[config.mk]
export PLATFORM = sky130hd
export DESIGN_NAME = hazard_unit_flat
export DESIGN_NICKNAME = d
export VERILOG_FILES = /design/src/rtl/hazard_unit_if.sv /design/src/rtl/hazard_unit.sv /design/src/flat_wrapper.sv
export SDC_FILE = /design/constraint.sdc
export NUM_CORES = 1
export LEC_CHECK = 0
export ABC_AREA = 1
export CAP_MARGIN = 10
export CORE_AREA = 5 5 57 54
export DETAILED_ROUTE_END_ITERATION = 16
export DIE_AREA = 0 0 62 59
export GPL_TIMING_DRIVEN = 0
export PLACE_DENSITY = 0.72
export SETUP_SLACK_MARGIN = 0.3
export SYNTH_ARGS = -nofsm -noshare
export SYNTH_HDL_FRONTEND = slang
export SYNTH_SLANG_ARGS = --single-unit
[constraint.sdc]
create_clock -name clk -period 1.07 [get_ports clk]
set_input_delay 0.214 -clock clk [delete_from_list [all_inputs] [get_ports clk]]
set_output_delay 0.214 -clock clk [all_outputs]
set_load 0.01 [all_outputs]
[src/rtl/hazard_unit_if.sv]
// Pipeline hazard interface: the datapath fields the unit observes and the
// enables, flushes and statistics it drives back into the pipeline.
interface hazard_unit_if;
  logic        idex_memread;
  logic [4:0]  idex_rt;
  logic [4:0]  ifid_rs;
  logic [4:0]  ifid_rt;
  logic        branch_taken;
  logic        mem_busy;
  logic        pc_write;
  logic        ifid_write;
  logic        idex_write;
  logic        exmem_write;
  logic        ctrl_enable;
  logic        ifid_flush;
  logic        idex_flush;
  logic        exmem_flush;
  logic [15:0] stall_count;
  logic [15:0] flush_count;

  modport master (
    output idex_memread, idex_rt, ifid_rs, ifid_rt, branch_taken, mem_busy,
    input  pc_write, ifid_write, idex_write, exmem_write, ctrl_enable,
    input  ifid_flush, idex_flush, exmem_flush, stall_count, flush_count
  );

  modport slave (
    input  idex_memread, idex_rt, ifid_rs, ifid_rt, branch_taken, mem_busy,
    output pc_write, ifid_write, idex_write, exmem_write, ctrl_enable,
    output ifid_flush, idex_flush, exmem_flush, stall_count, flush_count
  );
endinterface

[src/rtl/hazard_unit.sv]
// Pipeline hazard unit: load-use stall, branch flush and memory freeze with a
// remembered flush. Define HAZARD_STATS_EN to build the stall/flush counters.
module hazard_unit (
  input logic          clk,
  input logic          reset,
  hazard_unit_if.slave hz
);

  typedef enum logic [1:0] {
    RUN          = 2'b00,
    FREEZE       = 2'b01,
    FREEZE_FLUSH = 2'b10
  } state_t;

  state_t state_r;
  state_t state_next_s;

  logic load_use_s;
  logic pc_write_s;
  logic ifid_write_s;
  logic idex_write_s;
  logic exmem_write_s;
  logic ctrl_enable_s;
  logic flush_s;

  function automatic logic detect_load_use(input logic memread, input logic [4:0] ld_rt,
                                           input logic [4:0] rs, input logic [4:0] rt);
    return memread && (ld_rt != 5'd0) && ((ld_rt == rs) || (ld_rt == rt));
  endfunction

  function automatic logic [15:0] sat_inc(input logic [15:0] value);
    return (value == 16'hFFFF) ? 16'hFFFF : value + 16'd1;
  endfunction

  assign load_use_s = detect_load_use(hz.idex_memread, hz.idex_rt, hz.ifid_rs, hz.ifid_rt);

  // State register; FREEZE_FLUSH doubles as the pending-flush flag
  always_ff @(posedge clk) begin
    if (reset) begin
      state_r <= RUN;
    end else begin
      state_r <= state_next_s;
    end
  end

  // Next state: a busy memory holds the pipeline and remembers any branch seen
  always_comb begin
    state_next_s = RUN;
    if (hz.mem_busy) begin
      if (hz.branch_taken || (state_r == FREEZE_FLUSH)) begin
        state_next_s = FREEZE_FLUSH;
      end else begin
        state_next_s = FREEZE;
      end
    end else begin
      state_next_s = RUN;
    end
  end

  // Mealy outputs from state and current inputs
  always_comb begin
    pc_write_s    = 1'b0;
    ifid_write_s  = 1'b0;
    idex_write_s  = 1'b0;
    exmem_write_s = 1'b0;
    ctrl_enable_s = 1'b0;
    flush_s       = 1'b0;
    if (reset) begin
      pc_write_s    = 1'b0;
    end else if (hz.mem_busy) begin
      ctrl_enable_s = 1'b1;
    end else begin
      case (state_r)
        FREEZE_FLUSH: begin
          // a branch arriving now merges into the flush already owed
          pc_write_s    = 1'b1;
          ifid_write_s  = 1'b1;
          idex_write_s  = 1'b1;
          exmem_write_s = 1'b1;
          ctrl_enable_s = 1'b1;
          flush_s       = 1'b1;
        end
        default: begin
          // RUN, FREEZE release cycle and the unused code all act as RUN
          if (hz.branch_taken) begin
            pc_write_s    = 1'b1;
            ifid_write_s  = 1'b1;
            idex_write_s  = 1'b1;
            exmem_write_s = 1'b1;
            ctrl_enable_s = 1'b1;
            flush_s       = 1'b1;
          end else if (load_use_s) begin
            pc_write_s    = 1'b0;
            ifid_write_s  = 1'b0;
            idex_write_s  = 1'b1;
            exmem_write_s = 1'b1;
            ctrl_enable_s = 1'b0;
          end else begin
            pc_write_s    = 1'b1;
            ifid_write_s  = 1'b1;
            idex_write_s  = 1'b1;
            exmem_write_s = 1'b1;
            ctrl_enable_s = 1'b1;
          end
        end
      endcase
    end
  end

  assign hz.pc_write    = pc_write_s;
  assign hz.ifid_write  = ifid_write_s;
  assign hz.idex_write  = idex_write_s;
  assign hz.exmem_write = exmem_write_s;
  assign hz.ctrl_enable = ctrl_enable_s;
  assign hz.ifid_flush  = flush_s;
  assign hz.idex_flush  = flush_s;
  assign hz.exmem_flush = flush_s;

`ifdef HAZARD_STATS_EN
  logic [15:0] stall_count_r;
  logic [15:0] flush_count_r;

  // Saturating statistics counters, cleared by reset
  always_ff @(posedge clk) begin
    if (reset) begin
      stall_count_r <= 16'h0000;
      flush_count_r <= 16'h0000;
    end else begin
      if (!pc_write_s) begin
        stall_count_r <= sat_inc(stall_count_r);
      end else begin
        stall_count_r <= stall_count_r;
      end
      if (flush_s) begin
        flush_count_r <= sat_inc(flush_count_r);
      end else begin
        flush_count_r <= flush_count_r;
      end
    end
  end

  assign hz.stall_count = stall_count_r;
  assign hz.flush_count = flush_count_r;
`else
  assign hz.stall_count = sat_inc(16'hFFFF) & 16'h0000;
  assign hz.flush_count = 16'h0000;
`endif

endmodule

[src/flat_wrapper.sv]
// flat-port wrapper written by rule: the top's interface ports become plain ports
module hazard_unit_flat 
  (clk, reset, hz_idex_memread, hz_idex_rt, hz_ifid_rs, hz_ifid_rt, hz_branch_taken, hz_mem_busy, hz_pc_write, hz_ifid_write, hz_idex_write, hz_exmem_write, hz_ctrl_enable, hz_ifid_flush, hz_idex_flush, hz_exmem_flush, hz_stall_count, hz_flush_count);
  hazard_unit_if hz_i ();
  input logic clk;
  input logic reset;
  input wire logic [$bits(hz_i.idex_memread)-1:0] hz_idex_memread;
  input wire logic [$bits(hz_i.idex_rt)-1:0] hz_idex_rt;
  input wire logic [$bits(hz_i.ifid_rs)-1:0] hz_ifid_rs;
  input wire logic [$bits(hz_i.ifid_rt)-1:0] hz_ifid_rt;
  input wire logic [$bits(hz_i.branch_taken)-1:0] hz_branch_taken;
  input wire logic [$bits(hz_i.mem_busy)-1:0] hz_mem_busy;
  output wire logic [$bits(hz_i.pc_write)-1:0] hz_pc_write;
  output wire logic [$bits(hz_i.ifid_write)-1:0] hz_ifid_write;
  output wire logic [$bits(hz_i.idex_write)-1:0] hz_idex_write;
  output wire logic [$bits(hz_i.exmem_write)-1:0] hz_exmem_write;
  output wire logic [$bits(hz_i.ctrl_enable)-1:0] hz_ctrl_enable;
  output wire logic [$bits(hz_i.ifid_flush)-1:0] hz_ifid_flush;
  output wire logic [$bits(hz_i.idex_flush)-1:0] hz_idex_flush;
  output wire logic [$bits(hz_i.exmem_flush)-1:0] hz_exmem_flush;
  output wire logic [$bits(hz_i.stall_count)-1:0] hz_stall_count;
  output wire logic [$bits(hz_i.flush_count)-1:0] hz_flush_count;
  assign hz_i.idex_memread = hz_idex_memread;
  assign hz_i.idex_rt = hz_idex_rt;
  assign hz_i.ifid_rs = hz_ifid_rs;
  assign hz_i.ifid_rt = hz_ifid_rt;
  assign hz_i.branch_taken = hz_branch_taken;
  assign hz_i.mem_busy = hz_mem_busy;
  assign hz_pc_write = hz_i.pc_write;
  assign hz_ifid_write = hz_i.ifid_write;
  assign hz_idex_write = hz_i.idex_write;
  assign hz_exmem_write = hz_i.exmem_write;
  assign hz_ctrl_enable = hz_i.ctrl_enable;
  assign hz_ifid_flush = hz_i.ifid_flush;
  assign hz_idex_flush = hz_i.idex_flush;
  assign hz_exmem_flush = hz_i.exmem_flush;
  assign hz_stall_count = hz_i.stall_count;
  assign hz_flush_count = hz_i.flush_count;
  hazard_unit u_core (.clk(clk), .reset(reset), .hz(hz_i));
endmodule
==> results.cfg <==
[final_layout]
drive_above_1_share_pct = 42.5
top_regs = u_core.state_r: 2 flops
final_cell_mix = 38 x buf_4, 32 x conb_1, 21 x nand2_1, 13 x nor2_1
instances_no_fill = 195
largest_reg_flops = 2
largest-register = u_core.state_r
fin_area_um2 = 1090
areaGrowthSynthToFinish_pct = 92.5
nets = 189
final.fill_count = 247
final_common_cell = buf_4
finish.utilization_pct = 45.9
diodes = 0

[sta]
setup_viol = 6
fin_ws_ns = -0.402
finalHoldWorstSlack_ns = 0.307
maxSlewViolCount = 0
post-route-min-period_ns = 1.47
period_share_pct = 138
fmax_ghz = 0.679
final_hold_viol_count = 0
rsz0062_at_grt = true
skew_ns = 0.00225

[setup_path]
r2r_slack_ns = 0.16
r2r_cells = 6
endpoint_kind = primary output
critPathMaxStageDelay_ns = 0.31
crit_path_start_kind = flop
startpoint = u_core.state_r[0]
timing.rr.start = u_core.state_r[0]
path_delay_family = compound AO/OA/AOI/OAI gates
path_buf_inv = 3
crit_slowest_cell = dfxtp_2
cp_max_fo = 3
arrival_ns = 1.26
worstSetupPathType = reg2out
worstPathCellList = inv_2, a21oi_4, nand2_2, a21oi_2, a21boi_2, buf_4, buf_6
worstPathRequired_ns = 0.86
worst_r2r_endpoint = u_core.state_r[0]

[pwr]
p_seq_share_pct = 13.3
combPwrFrac_pct = 60.4
vdd_drop_max_mv = 0.369
p_leak_nw = 0.699
pwr-share-clk_pct = 26.3
switching_share_pct = 33.5
power_density_nw_per_um2 = 561
internal-power_uw = 408
switchingPower_uw = 206

[yosys]
netlist.area_leader.share_pct = 47.6
yosysWarnings = 0
yosysUniqueCellTypes = 13
yosys_register_bits = 2
yosysTopAreaCell = buf_4
synth-seq-area-share_pct = 7.05
syn_area_um2 = 568
syn-instance-count = 100
avgSynthCellArea_um2 = 5.68
synthTopCellsByArea = buf_4 48%, nand2_1 16%, nor2_1 9.3%

[floorplan]
core_area_um2 = 2380
die_w_um = 62
pin_count = 60
rows = 17
die_height_um = 59
dieArea_um2 = 3660
start_util_pct = 23.8

[routing]
wl_per_cell_um = 7.10
firstDrtPassIters = 2
ant_nets = 0
drtIter0Drc = 10
vias = 632
drc = 0
viasPerCell = 3.24
routed_wl_um = 1390

[placed_design]
routabilityCongestion = 0.723
dpl.hpwl_um = 1210
io_buffers = 27
place_inst = 186
placed_cell_area_um2 = 1030

[global_routing]
grt_pass1_wl_um = 2170
grt_max_degree = 6
grt_overflow_total = 0
antenna_found_initial = 0
grt_pass1_vias = 635
track_usage_pct = 7.52

[job]
drv_cap = 0

[clock_tree]
clk-insertion-delay-late_ns = 0.22
numCtsBuffers = 3
cts.htree.levels = 1
cts_tree = yes
cts-root-buf = clkbuf_4
cts_buffer_depth = 2
cts.reportedPaths.clkPinSlew_ns = 0.03
hold_buffers = 0
clkSinkCount = 2

[hold_path]
worst_hold_startpoint = hz_mem_busy
hp-class = in2reg
whs_path_depth = 3
hold_end = u_core.state_r[0]

[outcome]
violations = negative setup slack
outcome = finished with violations
-- kinds of logic after synthesis --
logic type / Yosys count / synth area share [%]
XOR/XNOR: 2 / 3.08
AND/OR/NAND/NOR: 42 / 28.6
buffers and inverters: 50 / 56.8
other: 1 / 0.660
flip-flops: 2 / 7.05
AO/OA/AOI/OAI: 3 / 3.74
-- worst max path at each step --
stage | end | cells past startpoint
final | hz_pc_write | 7
after global routing | hz_ctrl_enable | 8
after CTS | hz_pc_write | 6
after detailed placement | hz_pc_write | 9
after global placement | hz_pc_write | 9
after floorplan | hz_pc_write | 6
-- synth_stat cells --
cell	instances
conb_1	1
nor2_1	14
a21oi_1	1
inv_2	1
nand3_1	2
buf_4	36
dfxtp_1	2
a21oi_2	1
nor3_1	2
xnor2_1	2
nand2_1	24
inv_1	13
a21boi_0	1
-- tightest hold or removal path, delay by kind of cell --
kind / cells / cell delay [ns]
buffers and inverters: 1 / 0.11
AND/OR/NAND/NOR: 2 / 0.17
-- per-stage QoR --
stage          setup TNS (ns)  power, mW  setup WS (ns)
2_1_floorplan          -0.136      0.313        -0.0920
3_3_place_gp            -6.79      0.438          -1.06
3_5_place_dp            -6.80      0.439          -1.06
4_1_cts                 -1.88      0.607         -0.398
5_1_grt                 -2.36      0.672         -0.498
6_report                -1.96      0.614         -0.402
-- cell type report --
cell class,instances,area (µm²),share of cell area [%]
clock buffers,3,22.5,2.06
well taps,28,35.0,3.20
flip-flops and latches,2,42.5,3.89
multi-input cells,79,368,33.6
plain buffers,36,278,25.4
inverters,14,52.6,4.81
repair buffers,33,295,27.0
-- routing by layer --
layer,vias up,part of all wire [%],GRT usage (%)
met1,238,39,9.17
met3,0,14,1.74
met2,35,48,12.1
met4,0,0,3.64
li1,359,-,-
met5,-,0,0
-- power groups by stage --
| stage | Sequential [mW] | Clock, mW | Combinational (mW) |
|---|---|---|---|
| after floorplan | 0.0820 | 0 | 0.231 |
| after global placement | 0.0821 | 0 | 0.356 |
| after detailed placement | 0.0822 | 0 | 0.357 |
| after CTS | 0.0813 | 0.169 | 0.357 |
| after global routing | 0.0816 | 0.178 | 0.413 |
| final | 0.0814 | 0.162 | 0.371 |
-- what timing repair did --
item,CTS,global route
gates cloned,0,0
setup buffers,5,1
endpoints found under the hold margin,0,0
resized for setup,70,11
pin swaps,12,9
endpoints found under the setup margin,10,9
No activity file was read; power rests on OpenSTA's default activity.
